[src/rtl/decoder_rx.sv]
// decoder_rx: receive side of the reduced-line link. It takes 3-bit codes with an even
// parity bit over a valid/ready handshake and drops words whose parity is wrong. Good
// codes go into a small first-word-fall-through FIFO. The head entry is shown as an
// 8-bit one-hot value.
//
// Ports:
//   CLK, RST                  clock, synchronous active-high reset
//   in_a2value..in_a0value    encoded word {a2,a1,a0}
//   in_par                    even parity over the three code bits
//   EN_dec / RDY_dec          source offer / decoder can accept (FIFO not full)
//   dec_y / RDY_out           one-hot head entry (0 when empty) / head valid
//   EN_take                   consumer pops the head entry
//   err_flag                  one-cycle pulse after a parity drop
//   err_cnt                   saturating count of dropped words
//   occupancy                 entries currently held
module decoder_rx #(
  parameter int unsigned DEPTH = 4,
  parameter int unsigned CNT_W = 8
) (
  input  logic                   CLK,
  input  logic                   RST,
  input  logic                   in_a2value,
  input  logic                   in_a1value,
  input  logic                   in_a0value,
  input  logic                   in_par,
  input  logic                   EN_dec,
  output logic                   RDY_dec,
  output logic [7:0]             dec_y,
  output logic                   RDY_out,
  input  logic                   EN_take,
  output logic                   err_flag,
  output logic [CNT_W-1:0]       err_cnt,
  output logic [$clog2(DEPTH):0] occupancy
);

  localparam int unsigned PTR_W = $clog2(DEPTH);
  localparam int unsigned OCC_W = PTR_W + 1;

  typedef enum logic [1:0] {
    ST_EMPTY = 2'd0,
    ST_PART  = 2'd1,
    ST_FULL  = 2'd2
  } fifo_state_t;

  fifo_state_t      state_q;
  fifo_state_t      state_d;
  logic [PTR_W-1:0] wr_ptr;
  logic [PTR_W-1:0] wr_ptr_d;
  logic [PTR_W-1:0] rd_ptr;
  logic [PTR_W-1:0] rd_ptr_d;
  logic [OCC_W-1:0] occ_d;
  logic [CNT_W-1:0] err_cnt_d;
  logic             err_flag_d;

  logic [2:0]       mem [DEPTH];

  logic [2:0]       code;
  logic             par_ok;
  logic             handshake;
  logic             push;
  logic             pop;

  // Handshake qualification. The ready signals depend only on the registered state.
  assign code      = {in_a2value, in_a1value, in_a0value};
  assign par_ok    = (in_par == ^code);
  assign RDY_dec   = (state_q != ST_FULL);
  assign RDY_out   = (state_q != ST_EMPTY);
  assign handshake = EN_dec && RDY_dec;
  assign push      = handshake && par_ok;
  assign pop       = EN_take && RDY_out;

  // State register and bookkeeping registers.
  always_ff @(posedge CLK) begin
    if (RST) begin
      state_q   <= ST_EMPTY;
      wr_ptr    <= '0;
      rd_ptr    <= '0;
      occupancy <= '0;
      err_cnt   <= '0;
      err_flag  <= 1'b0;
    end else begin
      state_q   <= state_d;
      wr_ptr    <= wr_ptr_d;
      rd_ptr    <= rd_ptr_d;
      occupancy <= occ_d;
      err_cnt   <= err_cnt_d;
      err_flag  <= err_flag_d;
    end
  end

  // Next-state logic. The FIFO state tracks occupancy: EMPTY, PART or FULL.
  always_comb begin
    state_d    = state_q;
    occ_d      = occupancy;
    wr_ptr_d   = wr_ptr;
    rd_ptr_d   = rd_ptr;
    err_flag_d = 1'b0;
    err_cnt_d  = err_cnt;

    // Pointers wrap naturally because DEPTH is a power of two.
    if (push) begin
      wr_ptr_d = wr_ptr + PTR_W'(1);
    end
    if (pop) begin
      rd_ptr_d = rd_ptr + PTR_W'(1);
    end

    case (state_q)
      ST_EMPTY: begin
        // pop is impossible here because RDY_out is low.
        if (push) begin
          occ_d   = OCC_W'(1);
          state_d = ST_PART;
        end
      end
      ST_PART: begin
        if (push && !pop) begin
          occ_d = occupancy + OCC_W'(1);
          if (occupancy == OCC_W'(DEPTH - 1)) begin
            state_d = ST_FULL;
          end
        end else if (pop && !push) begin
          occ_d = occupancy - OCC_W'(1);
          if (occupancy == OCC_W'(1)) begin
            state_d = ST_EMPTY;
          end
        end
      end
      ST_FULL: begin
        // push is impossible here because RDY_dec is low.
        if (pop) begin
          occ_d   = occupancy - OCC_W'(1);
          state_d = ST_PART;
        end
      end
      default: begin
        state_d = ST_EMPTY;
        occ_d   = '0;
      end
    endcase

    // A parity drop still completes the handshake. It is counted but not stored.
    if (handshake && !par_ok) begin
      err_flag_d = 1'b1;
      if (err_cnt != {CNT_W{1'b1}}) begin
        err_cnt_d = err_cnt + CNT_W'(1);
      end
    end
  end

  // Storage needs no reset. Reset blocks a push in the same cycle.
  always_ff @(posedge CLK) begin
    if (!RST && push) begin
      mem[wr_ptr] <= code;
    end
  end

  // One-hot decode of the head entry, held at zero while empty.
  always_comb begin
    dec_y = 8'h00;
    if (RDY_out) begin
      dec_y[mem[rd_ptr]] = 1'b1;
    end
  end

endmodule

[config.mk]
export PLATFORM = sky130hd
export DESIGN_NAME = decoder_rx
export DESIGN_NICKNAME = d
export VERILOG_FILES = /design/src/rtl/decoder_rx.sv
export SDC_FILE = /design/constraint.sdc
export NUM_CORES = 1
export LEC_CHECK = 0
export BUFFER_PORTS_ARGS = -buffer_cell sky130_fd_sc_hd__buf_2
export CAP_MARGIN = 20
export CORE_MARGIN = 5
export CORE_UTILIZATION = 55
export DETAILED_ROUTE_END_ITERATION = 8
export PLACE_DENSITY = 0.79
export SLEW_MARGIN = 10
export SYNTH_ARGS = -nofsm -noshare
export SYNTH_HDL_FRONTEND = slang
export SYNTH_SLANG_ARGS = --single-unit
[constraint.sdc]
create_clock -name CLK -period 3.51 [get_ports CLK]
set_clock_uncertainty 0.05 [all_clocks]
set_input_delay 0.8775 -clock CLK [delete_from_list [all_inputs] [get_ports CLK]]
set_output_delay 0.8775 -clock CLK [all_outputs]
set_load 0.05 [all_outputs]
==> qor.yml <==
clocking:
  clock-sinks: 32
  clockRootBuffer: "clkbuf_4"
  cts_buffer_depth: 2
  h-tree-depth: 2
  cts_hold_buf: 0
  tritoncts: "yes"
  cts_resized: 0
  clock_latency_ns: 0.34
  cts_setup_buffers: 0
  clk_pin_slew_ns: 0.11
  cts_buffers: 5
run:
  drv_cap: 0
hold_path:
  min_path_type: "flop to flop"
yosys:
  synth_cell_types: 42
  synth.largest_area_cell: "dfxtp_1"
  synth_top_area_share_pct: 23.4
  synth_cells: 175
  synth.avg_cell_area_sq_um: 9.77
  synth_area_sq_um: 1710
  synth-seq-area-share_pct: 44.5
  yosys_register_bits: 32
  synth_fp_nets: 192
  synth_area_leaders: "dfxtp_1 (23%), edfxtp_1 (21%), ha_1 (6.6%), nor2_1 (5.7%), xnor2_1 (4.1%)"
  yosysWarnings: 0
timing:
  worst_pin_slew_ns: 0.536
  period_share_pct: 83.8
  setup-tns-final_ns: 0
  slew_headroom_pct: 64.0
  hold_viol_final: 0
  finalMaxSlewViolations: 0
  grt_setup_unrepaired: "no"
  fmax_mhz: 340
  setup_viol_count_final: 0
  period_needed_ns: 2.94
global_routing:
  grt_pass1_wl_microns: 6060
  grt_overflow_total: 0
  track_usage_pct: 18.6
  grt_max_degree: 22
  grt_pass1_vias: 1339
  antenna_found_initial: 0
final_layout:
  area.growth.synth_to_final_pct: 14.3
  antenna_cells: 0
  utilization_pct: 64.6
  finish.instance_area_sq_um: 1960
  drive_gt1_share_pct: 23.5
  fillCellCount: 249
  final_cells: 248
  nNetsFinal: 220
pwr:
  total_leakage_power_nw: 0.786
  cellPowerDensity_nw_per_um2: 461
  vdd_drop_max_v: 0.000296
drt:
  firstDrtPassIters: 4
  wl_per_cell_microns: 13.9
  vias: 1362
  drc_errors: 0
  drt_iter0_drc: 47
  drt_wl_total_microns: 3450
  viasPerCell: 5.49
  drtAntennaViolNets: 0
floorplanning:
  io_pins: 30
  die_h_microns: 65.8
  die_area_sq_um: 4330
  start_util_pct: 56.5
  num_rows: 20
  die_w_microns: 65.8
  core_area_sq_um: 3030
placement:
  portBuffers: 29
  placed_area_sq_um: 1880
  dp_cells: 240
  hpwlAfterDp_microns: 2630
  gp_congestion: 0.845
setup_path:
  crit_chain: "mux4_2 -> or2_2 -> nor2_1 -> buf_2"
  crit_arrival_ns: 2.02
  cp-end-kind: "output port"
  cpPeakStageDelay_ns: 0.58
  cp-start-kind: "flop"
  path_delay_family: "multiplexers"
  path_buf_inv: 1
  critPathRequiredTime_ns: 2.58
  cp_max_fo: 4
  crit_type: "flop to output port"
  crit_slowest_cell: "mux4_2"
run_status:
  outcome: "completed"
-- logic make-up (layout without fill, tap and decap cells) --
logic type	Yosys count	count (layout)	synth area share (%)
xor+xnor	14	14	8.49
simple gates	73	73	21.4
buf+inv	16	45	3.80
flops	32	32	44.5
mux	5	5	5.12
fa+ha+maj	9	9	6.58
compound gates	26	26	10.1
-- where the power goes --
group / switching, mW / leakage, nW / internal [mW] / total, mW
combinational: 0.131 / 0.474 / 0.0682 / 0.199
sequential: 0.0217 / 0.271 / 0.403 / 0.425
clock: 0.129 / 0.0412 / 0.148 / 0.277
total: 0.281 / 0.786 / 0.620 / 0.901
-- path summary, 6_finish.rpt --
check / start / endpoint / slack (ns) / cells after the start
max: flop / dec_y[0] / 0.57 / 4
min: wr_ptr[1] / wr_ptr[1] / 0.45 / 2
max reg2reg: state_q[0] / err_cnt[7] / 1.50 / 5
min reg2reg: wr_ptr[1] / wr_ptr[1] / 0.45 / 2
-- cells in the final DEF, fill, tap and decap left out, drive strengths merged, types with 2 or more instances in the layout --
cell / synthesis / final
mux4: 3 / 3
clkbuf: 6 / 5
nand2b: 4 / 4
buf: 2 / 29
a31oi: 2 / 2
nor2: 26 / 26
edfxtp: 12 / 12
nand4: 3 / 3
o21ai: 5 / 5
inv: 8 / 8
xor2: 5 / 5
nand2: 12 / 12
ha: 9 / 9
dfxtp: 20 / 20
xnor2: 9 / 9
and2: 2 / 2
a21oi: 8 / 8
and3: 6 / 6
nor2b: 2 / 2
o31ai: 2 / 2
a211oi: 4 / 4
nand3: 5 / 5
nor3: 2 / 2
mux2i: 2 / 2
or3: 3 / 3
or2: 3 / 3
-- cell usage after synthesis (all sizes together) --
library cell / number
a211oi: 4
a21oi: 8
a221o: 1
a2bb2oi: 1
a31oi: 2
and2: 2
and3: 6
buf: 2
clkbuf: 6
dfxtp: 20
edfxtp: 12
ha: 9
inv: 8
mux2i: 2
mux4: 3
nand2: 12
nand2b: 4
nand3: 5
nand3b: 1
nand4: 3
nand4b: 1
nor2: 26
nor2b: 2
nor3: 2
nor4: 1
nor4b: 1
o21ai: 5
o21bai: 1
o311a: 1
o31ai: 2
o32ai: 1
or2: 3
or3: 3
or3b: 1
xnor2: 9
xor2: 5
-- cell type report --
type                    instances  area, sq um  area share (%)
multi-input cells             127          885            45.2
repair buffers                 29          145            7.42
clock buffers                   5         37.5            1.92
flip-flops and latches         32          761            38.9
well taps                      44         55.1            2.82
inverters                       8         30.0            1.54
clock inverters                 3         42.5            2.18
-- metrics by stage --
stage	hold WS, ns	power [mW]	setup slack (ns)
2_1_floorplan	0.419	0.585	0.686
3_3_place_gp	0.432	0.625	0.928
3_5_place_dp	0.441	0.633	0.855
4_1_cts	0.457	0.908	0.526
5_1_grt	0.496	0.950	0.443
6_report	0.451	0.901	0.567
-- flip-flops by register name (all words and copies together), names as in the netlist, named ones only --
signal / count
err_cnt: 8
err_flag: 1
mem: 12
occupancy: 3
rd_ptr: 2
state_q: 2
wr_ptr: 2
-- per-layer routing --
layer	GRT usage (%)	vias up	wire length, microns
li1	-	673	-
met1	21.9	636	1400
met2	31.4	47	1760
met3	5.98	6	237
met4	6.48	0	45
met5	0	-	0
-- tightest hold or removal path, delay by kind of cell (launching register included) --
kind / cells / cell delay (ns)
AO/OA/AOI/OAI: 1 / 0.05
flip-flops: 1 / 0.35
AND/OR/NAND/NOR: 1 / 0.06
(Power assumes the default switching activity.)
